File: config.mk
export PLATFORM = sky130hd
export DESIGN_NAME = vme_system_controller_flat
export DESIGN_NICKNAME = d
export VERILOG_FILES = /design/src/rtl/vme_pkg.sv /design/src/rtl/vme_system_controller_if.sv /design/src/rtl/vme_bus_timer.sv /design/src/rtl/vme_system_controller.sv /design/src/flat_wrapper.sv
export SDC_FILE = /design/constraint.sdc
export NUM_CORES = 1
export LEC_CHECK = 0
export CAP_MARGIN = 20
export CORE_ASPECT_RATIO = 1.5
export CORE_MARGIN = 5
export CORE_UTILIZATION = 60
export CTS_BUF_LIST = sky130_fd_sc_hd__clkbuf_2 sky130_fd_sc_hd__clkbuf_4 sky130_fd_sc_hd__clkbuf_8
export DETAILED_ROUTE_END_ITERATION = 10
export PLACE_DENSITY = 0.84
export SLEW_MARGIN = 25
export SYNTH_ARGS = -nofsm -noshare
export SYNTH_HDL_FRONTEND = slang
export SYNTH_SLANG_ARGS = --single-unit
File: constraint.sdc
create_clock -name clock -period 4.3 [get_ports clock]
set_clock_uncertainty 0.1 [all_clocks]
set_input_delay 1.075 -clock clock [delete_from_list [all_inputs] [get_ports clock]]
set_output_delay 1.075 -clock clock [all_outputs]
set_load 0.02 [all_outputs]
File: src/rtl/vme_pkg.sv
// rtl/vme_pkg.sv - shared constants, arbiter states and helpers for the slot-1 VME system controller
package vme_pkg;

    localparam logic ACTIVE   = 1'b0;
    localparam logic INACTIVE = 1'b1;

    localparam int DEFAULT_GRANT_TIMEOUT = 64;
    localparam int DEFAULT_BERR_TIMEOUT  = 1024;

    typedef enum logic [1:0] {
        IDLE,
        GRANT,
        WAIT_BUSY,
        BUSY
    } arb_state_e;

    // Highest-index asserted request wins (PRI mode); later iterations override earlier ones.
    function automatic logic [1:0] highest_level(input logic [3:0] br_n);
        logic [1:0] lvl;
        lvl = 2'd0;
        for (int i = 0; i < 4; i++) begin
            if (br_n[i] == ACTIVE) begin
                lvl = 2'(i);
            end
        end
        return lvl;
    endfunction

endpackage

File: src/rtl/vme_system_controller_if.sv
// rtl/vme_system_controller_if.sv - VME arbitration and bus-timer signal bundle, all VME lines active-low
interface vme_system_controller_if;

    logic [3:0] vme_bus_request;
    logic [3:0] vme_bus_grant_out;
    logic       vme_bus_busy;
    logic       vme_as;
    logic [1:0] vme_ds;
    logic       vme_dtack;
    logic       vme_berr_in;
    logic       vme_berr_out;
    logic       grant_timeout;
    logic       berr_timeout;

    modport slave (
        input  vme_bus_request,
        input  vme_bus_busy,
        input  vme_as,
        input  vme_ds,
        input  vme_dtack,
        input  vme_berr_in,
        output vme_bus_grant_out,
        output vme_berr_out,
        output grant_timeout,
        output berr_timeout
    );

    modport master (
        output vme_bus_request,
        output vme_bus_busy,
        output vme_as,
        output vme_ds,
        output vme_dtack,
        output vme_berr_in,
        input  vme_bus_grant_out,
        input  vme_berr_out,
        input  grant_timeout,
        input  berr_timeout
    );

endinterface

File: src/rtl/vme_bus_timer.sv
// rtl/vme_bus_timer.sv - VME bus timer: drives BERR when a data transfer stays unacknowledged too long
module vme_bus_timer #(
    parameter int BERR_TIMEOUT = vme_pkg::DEFAULT_BERR_TIMEOUT
) (
    input  logic       clock,
    input  logic       reset,
    input  logic       as_i,
    input  logic [1:0] ds_i,
    input  logic       dtack_i,
    input  logic       berr_i,
    output logic       berr_o,
    output logic       berr_timeout_o
);
    import vme_pkg::*;

    localparam int              CW    = $clog2(BERR_TIMEOUT + 1);
    localparam logic [CW-1:0]   LIMIT = CW'(BERR_TIMEOUT);
    localparam logic [CW-1:0]   LAST  = CW'(BERR_TIMEOUT - 1);

    logic [4:0]    sync1_q, sync2_q;
    logic          as_s, dtack_s, berr_s;
    logic [1:0]    ds_s;
    logic          ds_idle, armed, clear;
    logic [CW-1:0] cnt_q, cnt_d;
    logic          berr_q, berr_d;
    logic          bto_q, bto_d;

    assign {as_s, ds_s, dtack_s, berr_s} = sync2_q;

    assign ds_idle = (ds_s == {INACTIVE, INACTIVE});
    assign armed   = (as_s == ACTIVE) && !ds_idle;
    assign clear   = (dtack_s == ACTIVE) || (berr_s == ACTIVE) || ds_idle;

    // The BERR drive is a separate flag so an observed BERR (our own, wired back) clears the
    // counter without dropping the drive before the master ends its cycle.
    always_comb begin
        cnt_d  = cnt_q;
        berr_d = berr_q;
        bto_d  = 1'b0;
        if (clear) begin
            cnt_d = '0;
        end else if (armed && cnt_q != LIMIT) begin
            cnt_d = cnt_q + 1'b1;
            if (cnt_q == LAST) begin
                berr_d = ACTIVE;
                bto_d  = 1'b1;
            end
        end
        if (ds_idle) begin
            berr_d = INACTIVE;
        end
    end

    always_ff @(posedge clock or posedge reset) begin
        if (reset) begin
            sync1_q <= '1;
            sync2_q <= '1;
            cnt_q   <= '0;
            berr_q  <= INACTIVE;
            bto_q   <= 1'b0;
        end else begin
            sync1_q <= {as_i, ds_i, dtack_i, berr_i};
            sync2_q <= sync1_q;
            cnt_q   <= cnt_d;
            berr_q  <= berr_d;
            bto_q   <= bto_d;
        end
    end

    assign berr_o         = berr_q;
    assign berr_timeout_o = bto_q;

endmodule

File: src/rtl/vme_system_controller.sv
// rtl/vme_system_controller.sv - slot-1 VME system controller: PRI bus arbiter plus bus timer
module vme_system_controller #(
    parameter int GRANT_TIMEOUT = vme_pkg::DEFAULT_GRANT_TIMEOUT,
    parameter int BERR_TIMEOUT  = vme_pkg::DEFAULT_BERR_TIMEOUT
) (
    input  logic                     clock,
    input  logic                     reset,
    vme_system_controller_if.slave   bus
);
    import vme_pkg::*;

    localparam int            GW         = $clog2(GRANT_TIMEOUT + 1);
    localparam logic [GW-1:0] GRANT_LAST = GW'(GRANT_TIMEOUT - 1);

    logic [3:0]    br_s1_q, br_s2_q;
    logic          bbsy_s1_q, bbsy_s2_q;
    logic          bbsy;
    arb_state_e    state_q, state_d;
    logic [1:0]    level_q, level_d;
    logic [GW-1:0] gcnt_q, gcnt_d;
    logic [3:0]    grant_q, grant_d;
    logic          gto_q, gto_d;
    logic          berr_drive, berr_pulse;

    assign bbsy = (bbsy_s2_q == ACTIVE);

    // Priority inside WAIT_BUSY: BBSY, then request withdrawal, then expiry.
    always_comb begin
        state_d = state_q;
        level_d = level_q;
        gcnt_d  = gcnt_q;
        grant_d = {4{INACTIVE}};
        gto_d   = 1'b0;
        case (state_q)
            IDLE: begin
                if (bbsy) begin
                    state_d = BUSY;
                end else if (br_s2_q != {4{INACTIVE}}) begin
                    level_d = highest_level(br_s2_q);
                    state_d = GRANT;
                end
            end
            GRANT: begin
                grant_d[level_q] = ACTIVE;
                gcnt_d           = '0;
                state_d          = WAIT_BUSY;
            end
            WAIT_BUSY: begin
                if (bbsy) begin
                    state_d = BUSY;
                end else if (br_s2_q[level_q] == INACTIVE) begin
                    state_d = IDLE;
                end else if (gcnt_q == GRANT_LAST) begin
                    state_d = IDLE;
                    gto_d   = 1'b1;
                end else begin
                    gcnt_d           = gcnt_q + 1'b1;
                    grant_d[level_q] = ACTIVE;
                end
            end
            BUSY: begin
                if (!bbsy) begin
                    state_d = IDLE;
                end
            end
            default: state_d = IDLE;
        endcase
    end

    always_ff @(posedge clock or posedge reset) begin
        if (reset) begin
            br_s1_q   <= {4{INACTIVE}};
            br_s2_q   <= {4{INACTIVE}};
            bbsy_s1_q <= INACTIVE;
            bbsy_s2_q <= INACTIVE;
            state_q   <= IDLE;
            level_q   <= 2'd0;
            gcnt_q    <= '0;
            grant_q   <= {4{INACTIVE}};
            gto_q     <= 1'b0;
        end else begin
            br_s1_q   <= bus.vme_bus_request;
            br_s2_q   <= br_s1_q;
            bbsy_s1_q <= bus.vme_bus_busy;
            bbsy_s2_q <= bbsy_s1_q;
            state_q   <= state_d;
            level_q   <= level_d;
            gcnt_q    <= gcnt_d;
            grant_q   <= grant_d;
            gto_q     <= gto_d;
        end
    end

    vme_bus_timer #(
        .BERR_TIMEOUT (BERR_TIMEOUT)
    ) u_bus_timer (
        .clock          (clock),
        .reset          (reset),
        .as_i           (bus.vme_as),
        .ds_i           (bus.vme_ds),
        .dtack_i        (bus.vme_dtack),
        .berr_i         (bus.vme_berr_in),
        .berr_o         (berr_drive),
        .berr_timeout_o (berr_pulse)
    );

    assign bus.vme_bus_grant_out = grant_q;
    assign bus.grant_timeout     = gto_q;
    assign bus.vme_berr_out      = berr_drive;
    assign bus.berr_timeout      = berr_pulse;

endmodule

File: src/flat_wrapper.sv
// flat-port wrapper written by rule: the top's interface ports become plain ports
module vme_system_controller_flat import vme_pkg::*;
#(
    parameter int GRANT_TIMEOUT = vme_pkg::DEFAULT_GRANT_TIMEOUT,
    parameter int BERR_TIMEOUT  = vme_pkg::DEFAULT_BERR_TIMEOUT
)
  (clock, reset, bus_vme_bus_request, bus_vme_bus_busy, bus_vme_as, bus_vme_ds, bus_vme_dtack, bus_vme_berr_in, bus_vme_bus_grant_out, bus_vme_berr_out, bus_grant_timeout, bus_berr_timeout);
  vme_system_controller_if bus_i ();
  input  logic clock;
  input  logic reset;
  input wire logic [$bits(bus_i.vme_bus_request)-1:0] bus_vme_bus_request;
  input wire logic [$bits(bus_i.vme_bus_busy)-1:0] bus_vme_bus_busy;
  input wire logic [$bits(bus_i.vme_as)-1:0] bus_vme_as;
  input wire logic [$bits(bus_i.vme_ds)-1:0] bus_vme_ds;
  input wire logic [$bits(bus_i.vme_dtack)-1:0] bus_vme_dtack;
  input wire logic [$bits(bus_i.vme_berr_in)-1:0] bus_vme_berr_in;
  output wire logic [$bits(bus_i.vme_bus_grant_out)-1:0] bus_vme_bus_grant_out;
  output wire logic [$bits(bus_i.vme_berr_out)-1:0] bus_vme_berr_out;
  output wire logic [$bits(bus_i.grant_timeout)-1:0] bus_grant_timeout;
  output wire logic [$bits(bus_i.berr_timeout)-1:0] bus_berr_timeout;
  assign bus_i.vme_bus_request = bus_vme_bus_request;
  assign bus_i.vme_bus_busy = bus_vme_bus_busy;
  assign bus_i.vme_as = bus_vme_as;
  assign bus_i.vme_ds = bus_vme_ds;
  assign bus_i.vme_dtack = bus_vme_dtack;
  assign bus_i.vme_berr_in = bus_vme_berr_in;
  assign bus_vme_bus_grant_out = bus_i.vme_bus_grant_out;
  assign bus_vme_berr_out = bus_i.vme_berr_out;
  assign bus_grant_timeout = bus_i.grant_timeout;
  assign bus_berr_timeout = bus_i.berr_timeout;
  vme_system_controller #(.GRANT_TIMEOUT(GRANT_TIMEOUT), .BERR_TIMEOUT(BERR_TIMEOUT)) u_core (.clock(clock), .reset(reset), .bus(bus_i));
endmodule
-- After elaboration in Yosys (flattened, before gate mapping)
Cells that the tools add are included.
- register bits after elaboration: 49
- input bits: 12
- output and inout port bits: 7
- word-level logic and storage cells: 87
- add/sub/neg operators: 2
- order comparisons: 2
- equal/unequal tests: 15
- mux-type cells: 35
- bitwise logic cells: 4
- reduce and logical (&&, ||, !) cells: 15
- operator list (operator ; count):
    $mux 11 ; 2
    $mux 7 ; 3
    $mux 2 ; 8
    $mux 1 ; 14
    $pmux 7 s2 ; 1
    $mux 4 ; 3
    $add 11x1->11 const B ; 1
    $eq 11x10->1 const B ; 1
    $ne 11x11->1 const B ; 1
    $reduce_and 3->1 ; 3
    $ne 4x4->1 const B ; 2
    $pmux 2 s4 ; 1
    $pmux 4 s2 ; 1
    $reduce_bool 2->1 ; 4
    $add 7x1->7 const B ; 1
    $eq 7x6->1 const B ; 1
    $eq 2x2->1 const B ; 3
    $ne 2x2->1 const B ; 3
    $ne 2x1->1 const B ; 2
    $not 4->4 ; 1
    $reduce_and 4->1 ; 1
    $logic_and 1x1->1 ; 3
    $lt 2x3->1 const B ; 1
    $ne 3x3->1 const B ; 1
    8 further kinds ; 11

-- Logic depth before layout (Yosys ltp)
- depth after elaboration: 9
- gate-level depth with buffers: 7
- gate-level depth less buffers: 6

-- Hierarchy
From an unflattened synthesis, not the netlist that was laid out.
- cells, all modules: 185
- area, all modules: 2164.6 um^2
- by module, submodules not included (module ; times used ; cells an instance ; area each (um^2) ; sequential area each (um^2)):
    vme_system_controller ; 1 ; 101 ; 1183.6 ; 668.1
    vme_bus_timer ; 1 ; 84 ; 980.9 ; 589.3

-- Least setup slack after synthesis
OpenSTA, ideal clock, no wires.
- path kind: register to register
- start point: register u_core.level_q[0]
- end point: register u_core.gcnt_q[3]
- library setup time: 82 ps
- arrival: 1714 ps
- required time: 4118 ps
- path slack: 2404 ps
- cell stages (with the launch flop): 5
- path buffers: 0
- clock period less this slack: 1896 ps
- cell sequence: dfrtp_1 mux4_2 a211o_4 o41a_1 a31oi_1
- longest elaborated chain between the ends: 4
- ends and longest elaborated chain (item ; RTL line ; RTL):
    start: declaration ; vme_system_controller.sv:19 ; logic [1:0] level_q, level_d;
    start signal: assignment ; vme_system_controller.sv:87 ; level_q <= level_d;
    $bmux 1 s2 ; vme_system_controller.sv:51 ; end else if (br_s2_q[level_q] == INACTIVE) begin
    $mux 1 (not written as such) ; vme_system_controller.sv:51 ;
    $ne 2x2->1 (no line) ; -- ;
    $reduce_and 4->1 (no line) ; -- ;
    end signal: assignment ; vme_system_controller.sv:88 ; gcnt_q <= gcnt_d;
    end: declaration ; vme_system_controller.sv:20 ; logic [GW-1:0] gcnt_q, gcnt_d;
Every way passes these cells. The select of a mux whose other input is x is not followed.
A chain may end at the register's enable or synchronous reset.

-- Worst setup path after layout
- start point: register u_core.u_bus_timer.berr_q (netlist: u_core.u_bus_timer.berr_o)
- end point: output bus_vme_berr_out
- RTL lines (item ; RTL line ; RTL):
    start: declaration ; vme_bus_timer.sv:25 ; logic berr_q, berr_d;
    start signal: assignment ; vme_bus_timer.sv:65 ; berr_q <= berr_d;
    end: declaration ; flat_wrapper.sv:18 ; output wire logic [$bits(bus_i.vme_berr_out)-1:0] bus_vme_berr_out;
No word-level cell between the ends.

==> reports/results.ini <==
[min_path]
min_to = u_core.br_s2_q[0]
min_path_type = reg -> reg
whs_path_depth = 0
min_from = u_core.br_s1_q[0]

[pwr]
fin_total_pwr_mw = 1.356
swShare_pct = 32.85
peakVddDrop_v = 0.0004992
p_leak_nw = 1.062
p_int_uw = 910.6
switchingPower_uw = 445.6
seq_power_share_pct = 43.9
comb_power_share_pct = 31.1
clkPwrFrac_pct = 25.0
power.density_nw_per_um2 = 542.8

[floorplan]
start_util_pct = 62.45
die_w_um = 58.92
io_pins = 19
rows = 26
die_y_um = 83.37
die_area_um2 = 4912
core_um2 = 3448

[grt]
grt_overflow = 0
grt_first_pass_wirelength_um = 7258
grt_pass1_vias = 1612
antenna_found_initial = 0
globalRouteTotalUtil_pct = 19.61
grt_max_degree = 38

[logic_synthesis]
synth.distinct_cells = 43
synthFlopType = dfstp_2
syn-num-nets = 206
synth_top_area_cell = dfstp_2
yosysWarnings = 0
synth_top_area_share_pct = 30.51
syn_inst = 186
ys_async_sr_fraction_pct = 100.0
synth_seq_cells = 49
ys_seq_area_share_pct = 58.40
yosys-top-cells-area = dfstp_2 (31%), dfrtp_1 (28%), ha_1 (4.6%)
syn_area_per_cell_um2 = 11.58
synth_edf_count = 0
synth_area_um2 = 2153

[setup_path]
max_stage_delay_ps = 600
reg2reg_slack_ps = 2230
reg2reg_to = u_core.gcnt_q[5]
r2r-start = u_core.state_q[0]
cp_cell_sequence = clkdlybuf4s50_1
crit_slowest_cell = clkdlybuf4s50_1
arrival_ps = 1430
rr_worst_depth = 5
required_ps = 3120
crit_path_end_kind = primary output
crit_fanout = 2
path_depth = 1
worstSetupPathType = reg -> out
startpoint_type = register
cp.buffers_inverters = 1
cp_top_family = buffers and inverters

[cells_and_area]
nFillCells = 238
layout_common_cells = dfstp_2 (25), dfrtp_1 (24), clkdlybuf4s50_1 (18), inv_1 (15), nor2_1 (14)
drive_above_1_share_pct = 18.66
area.sequential_um2 = 1257
multi_input_area_um2 = 820.8
fin_nets = 228
area_delta_synth_final_pct = 16.04
final_util_pct = 72.46
fin_cells = 251
diodes = 0
final_common_cell = dfstp_2

[timing]
rsz0062_at_grt = no
tns_ps = 0
slew_headroom_pct = 51.49
min_period_over_period_pct = 60.68
setup_viol = 0
fin_crit_ps = 2609
finalHoldViolCount = 0
drv_slew = 0
worstMarginPinSlew_ps = 727.6
fmax_ghz = 0.3833

[clocking]
cts-root-buf = clkbuf_8
clockBufferDepth = 2
cts_resized = 0
cts_buffers = 5
ctsHtreeMaxLevel = 2
clkSinkCount = 49
cts_hold_buffers = 0
cts_tree = yes
clkSlewWorstSetupHoldPaths_ps = 80
post-cts-setup-buffers = 0
clkLatencyLatePin_ps = 310

[drt]
vias_per_cell = 6.088
via_count = 1528
dr.first_iter.drc_count = 59
first_pass_iters = 4
drc = 0
wl_um = 4170
ant_nets = 0
post_drt_wl_per_cell_um = 16.61

[status]
run_status = finished clean

[placement]
hpwl_um = 3158
place.gp.congestion = 0.8671
dp_cells = 243
port_buffers = 18

[job]
cap_violations = 0

## how the worst max path moves through the flow
stage,start,end
after global placement,u_core.u_bus_timer.berr_o,bus_vme_berr_out
after floorplan,reset,u_core.bus.grant_timeout
final,u_core.u_bus_timer.berr_o,bus_vme_berr_out
after global routing,u_core.u_bus_timer.berr_o,bus_vme_berr_out
after detailed placement,u_core.u_bus_timer.berr_o,bus_vme_berr_out
after CTS,u_core.u_bus_timer.berr_o,bus_vme_berr_out
## flip-flops by register name, indices dropped and copies added, names as in the netlist
register                           cells
u_core.u_bus_timer.cnt_q              11
u_core.gcnt_q                          7
u_core.u_bus_timer.sync1_q             5
u_core.u_bus_timer.sync2_q             5
u_core.br_s1_q                         4
u_core.br_s2_q                         4
u_core.bus.vme_bus_grant_out           4
u_core.level_q                         2
u_core.state_q                         2
u_core.bbsy_s1_q                       1
u_core.bbsy_s2_q                       1
u_core.bus.grant_timeout               1
u_core.u_bus_timer.berr_o              1
u_core.u_bus_timer.berr_timeout_o      1
## cells in the mapped netlist, types with 3 or more instances
library cell	instances
a21oi_1	8
a31oi_1	6
a41oi_1	4
and2_1	3
and3_1	5
clkbuf_1	4
dfrtp_1	24
dfstp_2	25
ha_1	8
inv_1	16
nand2_1	9
nand3_1	5
nand4_1	7
nor2_1	14
o21ai_0	5
o22ai_1	3
xor2_1	5
## power groups by stage
stage | clock, mW | sequential (mW) | combinational [mW]
2_1_floorplan | 0 | 0.614 | 0.275
3_3_place_gp | 0 | 0.593 | 0.383
3_5_place_dp | 0 | 0.602 | 0.421
4_1_cts | 0.348 | 0.594 | 0.423
5_1_grt | 0.371 | 0.603 | 0.472
6_report | 0.340 | 0.595 | 0.421
## metal layers
layer	track usage [%]	up-vias	wire length [um]
met5	0	-	0
met4	9.897	0	121
met3	5.435	11	169
met2	33.60	36	2353
met1	21.22	764	1526
li1	-	717	-
## layout make-up
type	instances	area share, %
sequential	49	50.33
multi-input combinational	117	32.85
timing repair buffer	19	7.511
clock buffer	7	3.605
inverter	16	2.404
tap	42	2.103
clock inverter	1	1.202
## logic make-up (layout without fill, tap and decap cells)
| kind of cell | after synthesis | after routing | synth area share, % |
|---|---|---|---|
| flops | 49 | 49 | 58.40 |
| mux | 4 | 4 | 2.498 |
| fa+ha+maj | 8 | 8 | 4.649 |
| xor+xnor | 7 | 7 | 2.847 |
| compound gates | 43 | 43 | 14.64 |
| simple gates | 55 | 55 | 13.48 |
| buf+inv | 20 | 43 | 3.486 |
## per-stage QoR
step	cell area (um^2)	hold WS (ps)	setup slack [ps]
detailed placement	2379	246.8	2019
global route	2499	261.9	1654
finish	2499	257.3	1691
CTS	2499	258.6	1676
global placement	2379	246.2	2021
floorplan	2153	245.2	1994
## worst register-to-register path, cell delays in order, from the launching register on
cell	delay (ps)
dfrtp_1	440
inv_1	160
ha_1	400
inv_1	280
o41a_1	470
a31oi_1	150
Power figures use the tool's default switching activity.
